`src/rtl/pwm_pkg.sv`:
```
// pwm_pkg: shared constants, types and byte-access helpers for the PCA9685-style
// register bank driving the 16-channel pwm_driver.
//   - register address constants and bit positions
//   - led_regs_t: one channel's ON/OFF counts and full-on/full-off flags
//   - tb_state_e: timebase RUN/SLEEP state
//   - led_wr_byte / led_rd_byte: map a byte lane (ON_L, ON_H, OFF_L, OFF_H)
//     onto a led_regs_t
package pwm_pkg;

  localparam int unsigned NUM_CH = 16;

  localparam logic [7:0] ADDR_MODE1        = 8'h00;
  localparam logic [7:0] ADDR_LED0_ON_L    = 8'h06;
  localparam logic [7:0] ADDR_ALL_LED_ON_L = 8'hFA;
  localparam logic [7:0] ADDR_PRE_SCALE    = 8'hFE;

  localparam int unsigned SLEEP_BIT    = 4;
  localparam int unsigned FULL_ON_BIT  = 4;
  localparam int unsigned FULL_OFF_BIT = 4;

  typedef struct packed {
    logic [11:0] on;
    logic [11:0] off;
    logic        full_on;
    logic        full_off;
  } led_regs_t;

  localparam led_regs_t LED_RST = '{on: 12'h000, off: 12'h000, full_on: 1'b0, full_off: 1'b1};

  typedef enum logic {
    TB_RUN   = 1'b0,
    TB_SLEEP = 1'b1
  } tb_state_e;

  // sel: 0 = ON_L, 1 = ON_H, 2 = OFF_L, 3 = OFF_H
  function automatic led_regs_t led_wr_byte(input led_regs_t r, input logic [1:0] sel,
                                            input logic [7:0] d);
    led_regs_t n;
    n = r;
    case (sel)
      2'd0: n.on[7:0] = d;
      2'd1: begin
        n.on[11:8] = d[3:0];
        n.full_on  = d[FULL_ON_BIT];
      end
      2'd2: n.off[7:0] = d;
      default: begin
        n.off[11:8] = d[3:0];
        n.full_off  = d[FULL_OFF_BIT];
      end
    endcase
    return n;
  endfunction

  // High bytes read back with bits[7:5] as zero.
  function automatic logic [7:0] led_rd_byte(input led_regs_t r, input logic [1:0] sel);
    logic [7:0] v;
    case (sel)
      2'd0:    v = r.on[7:0];
      2'd1:    v = {3'b000, r.full_on, r.on[11:8]};
      2'd2:    v = r.off[7:0];
      default: v = {3'b000, r.full_off, r.off[11:8]};
    endcase
    return v;
  endfunction

endpackage

```
`src/rtl/pwm_sequencer_if.sv`:
```
// pwm_sequencer_if: byte-wide register access channel between the bus front
// end (master) and pwm_sequencer (slave).
//   req_valid_i/req_ready_o : request handshake, accepted when both high
//   req_write_i             : 1 = write, 0 = read
//   req_addr_i/req_wdata_i  : register address and write data
//   rsp_valid_o/rsp_rdata_o : one-cycle read response pulse and data
interface pwm_sequencer_if;
  logic       req_valid_i;
  logic       req_ready_o;
  logic       req_write_i;
  logic [7:0] req_addr_i;
  logic [7:0] req_wdata_i;
  logic       rsp_valid_o;
  logic [7:0] rsp_rdata_o;

  modport master (
    output req_valid_i, req_write_i, req_addr_i, req_wdata_i,
    input  req_ready_o, rsp_valid_o, rsp_rdata_o
  );

  modport slave (
    input  req_valid_i, req_write_i, req_addr_i, req_wdata_i,
    output req_ready_o, rsp_valid_o, rsp_rdata_o
  );
endinterface

```
`src/rtl/pwm_sequencer_timebase.sv`:
```
// pwm_timebase: prescaler and 12-bit PWM counter with sleep hold.
//   clk_i, rst_ni   : clock, synchronous active-low reset
//   i_sleep_we      : MODE1 write strobe (accept edge)
//   i_sleep_wdata   : MODE1.SLEEP value being written
//   i_prescale      : PRE_SCALE; prescaler counts 0..i_prescale
//   o_sleep         : current SLEEP state (holds MODE1.SLEEP)
//   o_counter       : PWM timebase
//   o_wrap          : high in the cycle whose closing edge takes counter 4095->0
module pwm_timebase
  import pwm_pkg::*;
(
  input  logic        clk_i,
  input  logic        rst_ni,
  input  logic        i_sleep_we,
  input  logic        i_sleep_wdata,
  input  logic [7:0]  i_prescale,
  output logic        o_sleep,
  output logic [11:0] o_counter,
  output logic        o_wrap
);

  tb_state_e   r_state, w_state_next;
  logic [7:0]  r_presc, w_presc_next;
  logic [11:0] r_count, w_count_next;

  always_ff @(posedge clk_i) begin
    if (!rst_ni) begin
      r_state <= TB_SLEEP;
      r_presc <= '0;
      r_count <= '0;
    end else begin
      r_state <= w_state_next;
      r_presc <= w_presc_next;
      r_count <= w_count_next;
    end
  end

  // The state register is the MODE1.SLEEP bit itself, so a SLEEP write acts
  // from the next cycle and a wake starts counting from prescaler 0 at once.
  always_comb begin
    w_state_next = r_state;
    w_presc_next = r_presc;
    w_count_next = r_count;
    o_wrap       = 1'b0;
    if (i_sleep_we) begin
      w_state_next = i_sleep_wdata ? TB_SLEEP : TB_RUN;
    end
    case (r_state)
      TB_RUN: begin
        if (r_presc == i_prescale) begin
          w_presc_next = '0;
          w_count_next = r_count + 12'd1;
          o_wrap       = (r_count == '1);
        end else begin
          w_presc_next = r_presc + 8'd1;
        end
      end
      default: begin
        w_presc_next = '0;
        w_count_next = '0;
      end
    endcase
  end

  assign o_sleep   = (r_state == TB_SLEEP);
  assign o_counter = r_count;

endmodule

```
`src/rtl/pwm_sequencer.sv`:
```
// pwm_sequencer: register bank and timebase controller for pwm_driver.
//   clk_i, rst_ni : clock, synchronous active-low reset
//   bus           : register access channel (slave side)
//   counter_o     : 12-bit PWM timebase
//   high_o/low_o  : active ON/OFF counts, channel n at [12n+11:12n]
//   on_o/off_o    : active full-on / full-off flags
//   sleep_o       : MODE1.SLEEP
// LED writes go to staging registers; staging is copied to the active set at
// the counter wrap, or every cycle while asleep.
module pwm_sequencer
  import pwm_pkg::*;
#(
  parameter logic [7:0] PRESCALE_MIN = 8'd3,
  parameter logic [7:0] PRESCALE_RST = 8'h1E
) (
  input  logic                    clk_i,
  input  logic                    rst_ni,
  pwm_sequencer_if.slave          bus,
  output logic [11:0]             counter_o,
  output logic [NUM_CH*12-1:0]    high_o,
  output logic [NUM_CH*12-1:0]    low_o,
  output logic [NUM_CH-1:0]       on_o,
  output logic [NUM_CH-1:0]       off_o,
  output logic                    sleep_o
);

  logic       r_ready;
  logic       r_rsp_valid;
  logic [7:0] r_rsp_rdata;
  logic [6:0] r_mode1;      // MODE1 bits {7:5,3:0}; SLEEP lives in the timebase
  logic [7:0] r_prescale;
  led_regs_t  r_stage  [NUM_CH];
  led_regs_t  r_active [NUM_CH];

  logic       w_accept, w_wr, w_rd;
  logic       w_is_mode1, w_is_presc, w_is_led, w_is_all;
  logic [7:0] w_led_off, w_all_off;
  logic [3:0] w_ch;
  logic [1:0] w_sel, w_all_sel;
  logic [7:0] w_rd_data;
  logic       w_sleep, w_wrap;

  assign w_accept = bus.req_valid_i && r_ready;
  assign w_wr     = w_accept && bus.req_write_i;
  assign w_rd     = w_accept && !bus.req_write_i;

  assign w_led_off  = bus.req_addr_i - ADDR_LED0_ON_L;
  assign w_all_off  = bus.req_addr_i - ADDR_ALL_LED_ON_L;
  assign w_is_mode1 = (bus.req_addr_i == ADDR_MODE1);
  assign w_is_presc = (bus.req_addr_i == ADDR_PRE_SCALE);
  assign w_is_led   = (bus.req_addr_i >= ADDR_LED0_ON_L) && (w_led_off[7:6] == 2'b00);
  assign w_is_all   = (w_all_off[7:2] == 6'd0);
  assign w_ch       = w_led_off[5:2];
  assign w_sel      = w_led_off[1:0];
  assign w_all_sel  = w_all_off[1:0];

  always_comb begin
    w_rd_data = '0;
    if (w_is_mode1) begin
      w_rd_data = {r_mode1[6:4], w_sleep, r_mode1[3:0]};
    end else if (w_is_presc) begin
      w_rd_data = r_prescale;
    end else if (w_is_led) begin
      w_rd_data = led_rd_byte(r_stage[w_ch], w_sel);
    end
  end

  always_ff @(posedge clk_i) begin
    if (!rst_ni) begin
      r_ready     <= 1'b0;
      r_rsp_valid <= 1'b0;
      r_rsp_rdata <= '0;
      r_mode1     <= '0;
      r_prescale  <= PRESCALE_RST;
    end else begin
      r_ready     <= 1'b1;
      r_rsp_valid <= w_rd;
      if (w_rd) begin
        r_rsp_rdata <= w_rd_data;
      end
      if (w_wr && w_is_mode1) begin
        r_mode1 <= {bus.req_wdata_i[7:5], bus.req_wdata_i[3:0]};
      end
      if (w_wr && w_is_presc && w_sleep) begin
        r_prescale <= (bus.req_wdata_i < PRESCALE_MIN) ? PRESCALE_MIN : bus.req_wdata_i;
      end
    end
  end

  // Commit samples staging before this edge's write, so a write accepted on
  // the wrap edge waits for the following wrap.
  always_ff @(posedge clk_i) begin
    if (!rst_ni) begin
      for (int unsigned n = 0; n < NUM_CH; n++) begin
        r_stage[n]  <= LED_RST;
        r_active[n] <= LED_RST;
      end
    end else begin
      if (w_sleep || w_wrap) begin
        for (int unsigned n = 0; n < NUM_CH; n++) begin
          r_active[n] <= r_stage[n];
        end
      end
      if (w_wr && w_is_led) begin
        r_stage[w_ch] <= led_wr_byte(r_stage[w_ch], w_sel, bus.req_wdata_i);
      end else if (w_wr && w_is_all) begin
        for (int unsigned n = 0; n < NUM_CH; n++) begin
          r_stage[n] <= led_wr_byte(r_stage[n], w_all_sel, bus.req_wdata_i);
        end
      end
    end
  end

  pwm_timebase u_timebase (
    .clk_i         (clk_i),
    .rst_ni        (rst_ni),
    .i_sleep_we    (w_wr && w_is_mode1),
    .i_sleep_wdata (bus.req_wdata_i[SLEEP_BIT]),
    .i_prescale    (r_prescale),
    .o_sleep       (w_sleep),
    .o_counter     (counter_o),
    .o_wrap        (w_wrap)
  );

  always_comb begin
    high_o = '0;
    low_o  = '0;
    on_o   = '0;
    off_o  = '0;
    for (int unsigned n = 0; n < NUM_CH; n++) begin
      high_o[12*n +: 12] = r_active[n].on;
      low_o[12*n +: 12]  = r_active[n].off;
      on_o[n]            = r_active[n].full_on;
      off_o[n]           = r_active[n].full_off;
    end
  end

  assign bus.req_ready_o = r_ready;
  assign bus.rsp_valid_o = r_rsp_valid;
  assign bus.rsp_rdata_o = r_rsp_rdata;
  assign sleep_o         = w_sleep;

endmodule

```
`src/flat_wrapper.sv`:
```
// flat-port wrapper written by rule: the top's interface ports become plain ports
module pwm_sequencer_flat import pwm_pkg::*;
#(
  parameter logic [7:0] PRESCALE_MIN = 8'd3,
  parameter logic [7:0] PRESCALE_RST = 8'h1E
)
  (clk_i, rst_ni, counter_o, high_o, low_o, on_o, off_o, sleep_o, bus_req_valid_i, bus_req_write_i, bus_req_addr_i, bus_req_wdata_i, bus_req_ready_o, bus_rsp_valid_o, bus_rsp_rdata_o);
  pwm_sequencer_if bus_i ();
  input  logic clk_i;
  input  logic rst_ni;
  output logic [11:0] counter_o;
  output logic [NUM_CH*12-1:0] high_o;
  output logic [NUM_CH*12-1:0] low_o;
  output logic [NUM_CH-1:0] on_o;
  output logic [NUM_CH-1:0] off_o;
  output logic sleep_o;
  input wire logic [$bits(bus_i.req_valid_i)-1:0] bus_req_valid_i;
  input wire logic [$bits(bus_i.req_write_i)-1:0] bus_req_write_i;
  input wire logic [$bits(bus_i.req_addr_i)-1:0] bus_req_addr_i;
  input wire logic [$bits(bus_i.req_wdata_i)-1:0] bus_req_wdata_i;
  output wire logic [$bits(bus_i.req_ready_o)-1:0] bus_req_ready_o;
  output wire logic [$bits(bus_i.rsp_valid_o)-1:0] bus_rsp_valid_o;
  output wire logic [$bits(bus_i.rsp_rdata_o)-1:0] bus_rsp_rdata_o;
  assign bus_i.req_valid_i = bus_req_valid_i;
  assign bus_i.req_write_i = bus_req_write_i;
  assign bus_i.req_addr_i = bus_req_addr_i;
  assign bus_i.req_wdata_i = bus_req_wdata_i;
  assign bus_req_ready_o = bus_i.req_ready_o;
  assign bus_rsp_valid_o = bus_i.rsp_valid_o;
  assign bus_rsp_rdata_o = bus_i.rsp_rdata_o;
  pwm_sequencer #(.PRESCALE_MIN(PRESCALE_MIN), .PRESCALE_RST(PRESCALE_RST)) u_core (.clk_i(clk_i), .rst_ni(rst_ni), .bus(bus_i), .counter_o(counter_o), .high_o(high_o), .low_o(low_o), .on_o(on_o), .off_o(off_o), .sleep_o(sleep_o));
endmodule
```
`config.mk`:
```
export PLATFORM = sky130hd
export DESIGN_NAME = pwm_sequencer_flat
export DESIGN_NICKNAME = d
export VERILOG_FILES = /design/src/rtl/pwm_pkg.sv /design/src/rtl/pwm_sequencer_if.sv /design/src/rtl/pwm_sequencer_timebase.sv /design/src/rtl/pwm_sequencer.sv /design/src/flat_wrapper.sv
export SDC_FILE = /design/constraint.sdc
export NUM_CORES = 1
export LEC_CHECK = 0
export BUFFER_PORTS_ARGS = -buffer_cell sky130_fd_sc_hd__buf_2
export CORE_MARGIN = 10
export CORE_UTILIZATION = 45
export CTS_BUF_LIST = sky130_fd_sc_hd__clkbuf_4
export DETAILED_ROUTE_END_ITERATION = 10
export GPL_ROUTABILITY_DRIVEN = 0
export MAX_ROUTING_LAYER = met4
export PLACE_DENSITY_LB_ADDON = 0.3
export SLEW_MARGIN = 20
export SYNTH_ARGS = -nofsm -noshare
export SYNTH_HDL_FRONTEND = slang
export SYNTH_SLANG_ARGS = --single-unit
```
`constraint.sdc`:
```
create_clock -name clk_i -period 19.7 [get_ports clk_i]
set_input_delay 3.94 -clock clk_i [delete_from_list [all_inputs] [get_ports clk_i]]
set_output_delay 3.94 -clock clk_i [all_outputs]
set_load 0.1 [all_outputs]
```
==> results.txt <==
Relative slew slack: 15.6%
Synth Flop Type: edfxtp_1
Synthesized Nets: 2657
Run status: finished clean
I/O Pins: 459
Reg-to-reg critical path startpoint: u_core.u_timebase.r_presc[2]$_SDFF_PP0_
Maximum vdd drop: 46.6 uV
Setup TNS: 0 ns
Setup crit start: bus_req_addr_i[1]
CTS H-tree lvls: 4
Hold slack: 0.477 ns
Placed cell count: 3982
Initial antenna violation count: 14
Final count of hold timing violations: 0
Port Buf Inserts: 458
Area Growth Syn to Fin: 15.2%
Synth async-reset ratio: 0%
Post-synth top cells: edfxtp_1 (832), and2_1 (414), a21oi_1 (235)
Drt first pass iters: 6
Worst-path maximum fanout: 55
Min Tclk post-route: 7.94 ns
Antenna viol nets, final: 0
Cell Rows: 106
Critical path class: input pin to flip-flop
Maximum buffer depth of the clock tree: 3
First-pass GRT wire length: 184000 um
Max Clock Skew: 0.0848 ns
Die ar.: 0.0957 mm2
# hold bufs at CTS: 0
Final setup viols: 0
Vias per inst: 6.00
Ys Warns: 0
Mapped Area: 0.0377 mm2
Vias: 26300
EDFF count, synth: 832
Synth area leaders: edfxtp_1 (66%), and2_1 (6.9%), mux4_2 (6.1%)
CTS tree: yes
RSZ-0062 raised after global routing: false
Post-synthesis sequential element count: 878
Cts bufs inserted: 219
Critical Path RT: 20.45 ns
HPWL after detailed placement: 93100 um
Count leader, synth: edfxtp_1
Crit path arrival time: 8.69 ns
Netlist cell types: 68
Core area: 0.0833 mm2
Fin nets: 3147
Hold_sp: u_core.r_mode1[2]$_SDFFE_PN0P_
Vias in the first global route: 25900
Post-CTS Setup Bufs: 0
Synth Instances: 2633
Largest net degree at the start of global routing: 129
Proportion of layout cells with a drive suffix above 1: 31.1%
Die Wd: 309 um
Initial Utilization: 45.3%
Avg Cell Area, Syn: 14.3 um2
Root Buffer: clkbuf_4
Max Used Layer: met4
Slew @ Worst Pin: 1.26 ns
Max frequency: 126 MHz
Clock transition at the registers of the reported paths: 0.06 ns
WL met3: 18100 um
Cell leakage power: 0.0175 uW
Power Density: 101 mW/mm2
M1 WL: 46600 um
Final worst-path cycle share: 40.3%
Synth top area share: 66.3%
Worst setup SP type: input pin
Worst hold path type: flip-flop to flip-flop
Sequential area share after synthesis: 68.7%
Max_cap viols: 0
Slew Viols, Final: 0
Sink Count: 878
Total GRT Usage: 27.6%
Area leader, netlist: edfxtp_1
# DRC: 0
Metal2 WL: 59000 um
WL/cell: 29.9 um
Routed WL: 131000 um
Initial drt markers: 3947
CP Capture Type: flip-flop
Worst-Skew Late Latency: 1.15 ns
Post_cts resized: 0
Die height: 309 um
Gr ovfl total: 0
Post-Layout Cell Count: 4379
[worst paths after layout]
path                                      endpoint  slack (ns)  depth (start not counted)
max                u_core.r_stage[15][7]$_DFFE_PP_       11.76                         10
min                 u_core.r_mode1[2]$_SDFFE_PN0P_        0.48                          2
max reg2reg  u_core.r_active[0][238]$_SDFFCE_PN0P_       14.55                          8
min reg2reg         u_core.r_mode1[2]$_SDFFE_PN0P_        0.48                          2
[flip-flops by register name, summed over array words and instances, names as in the netlist, 7 cells and up]
name	count
u_core.r_prescale	8
u_core.r_mode1	7
u_core.r_stage	416
u_core.u_timebase.o_counter	12
u_core.u_timebase.r_presc	8
u_core.r_active	416
u_core.bus.rsp_rdata_o	8
[placed cells by master (no fill, tap or decap), drive strengths merged, types with 18 or more instances in the layout]
cell type,instances
nand2,123
a21oi,259
clkinv,52
nand3,25
o21ai,273
nor3,20
or4,18
edfxtp,832
and2,414
nor2,112
clkbuf,319
mux4,104
mux2i,20
dfxtp,46
buf,496
nand2b,20
[routing by layer]
metal	up-vias	global-route usage (%)
li1	10900	-
met1	12800	33.1
met2	2148	40.5
met3	398	10.2
met4	0	14.4
met5	-	-
[report_power, final]
part | switching (uW) | internal [uW]
clock network | 753 | 807
logic | 550 | 131
registers | 49.4 | 2110
total | 1350 | 3050
[metrics by stage]
step	utilization [%]	total power [uW]	instance area [um2]	worst slack, ns
detailed placement	48.7	2860	40600	10.76
global route	52.1	4540	43400	11.73
floorplan	-	2660	37700	9.40
global placement	48.7	2850	40500	10.94
finish	52.1	4400	43400	11.76
CTS	52.1	4400	43400	11.99
[worst max-delay path: stages]
cell	delay, ns
buf_2	0.23
ha_1	0.47
xnor2_4	0.15
buf_4	0.71
buf_4	0.89
mux4_2	0.49
o22ai_1	0.50
nor3_2	0.15
mux2i_4	0.79
a21oi_1	0.25
[cell families after synthesis]
family | synth area share (%)
flip-flops | 68.7
adder cells (fa/ha/maj) | 0.133
buffers and inverters | 3.18
AO/OA/AOI/OAI | 8.45
XOR/XNOR | 0.654
AND/OR/NAND/NOR | 11.7
multiplexers | 7.13
[layout make-up]
cell class	instances	area (um2)
tap	1080	1350
inverter	6	22.5
sequential	878	25900
fill	7134	39900
antenna	14	35.0
clock buffer	319	2390
timing repair buffer	496	2580
clock inverter	64	425
multi-input combinational	1522	10700
No activity file was read; power rests on OpenSTA's default activity.
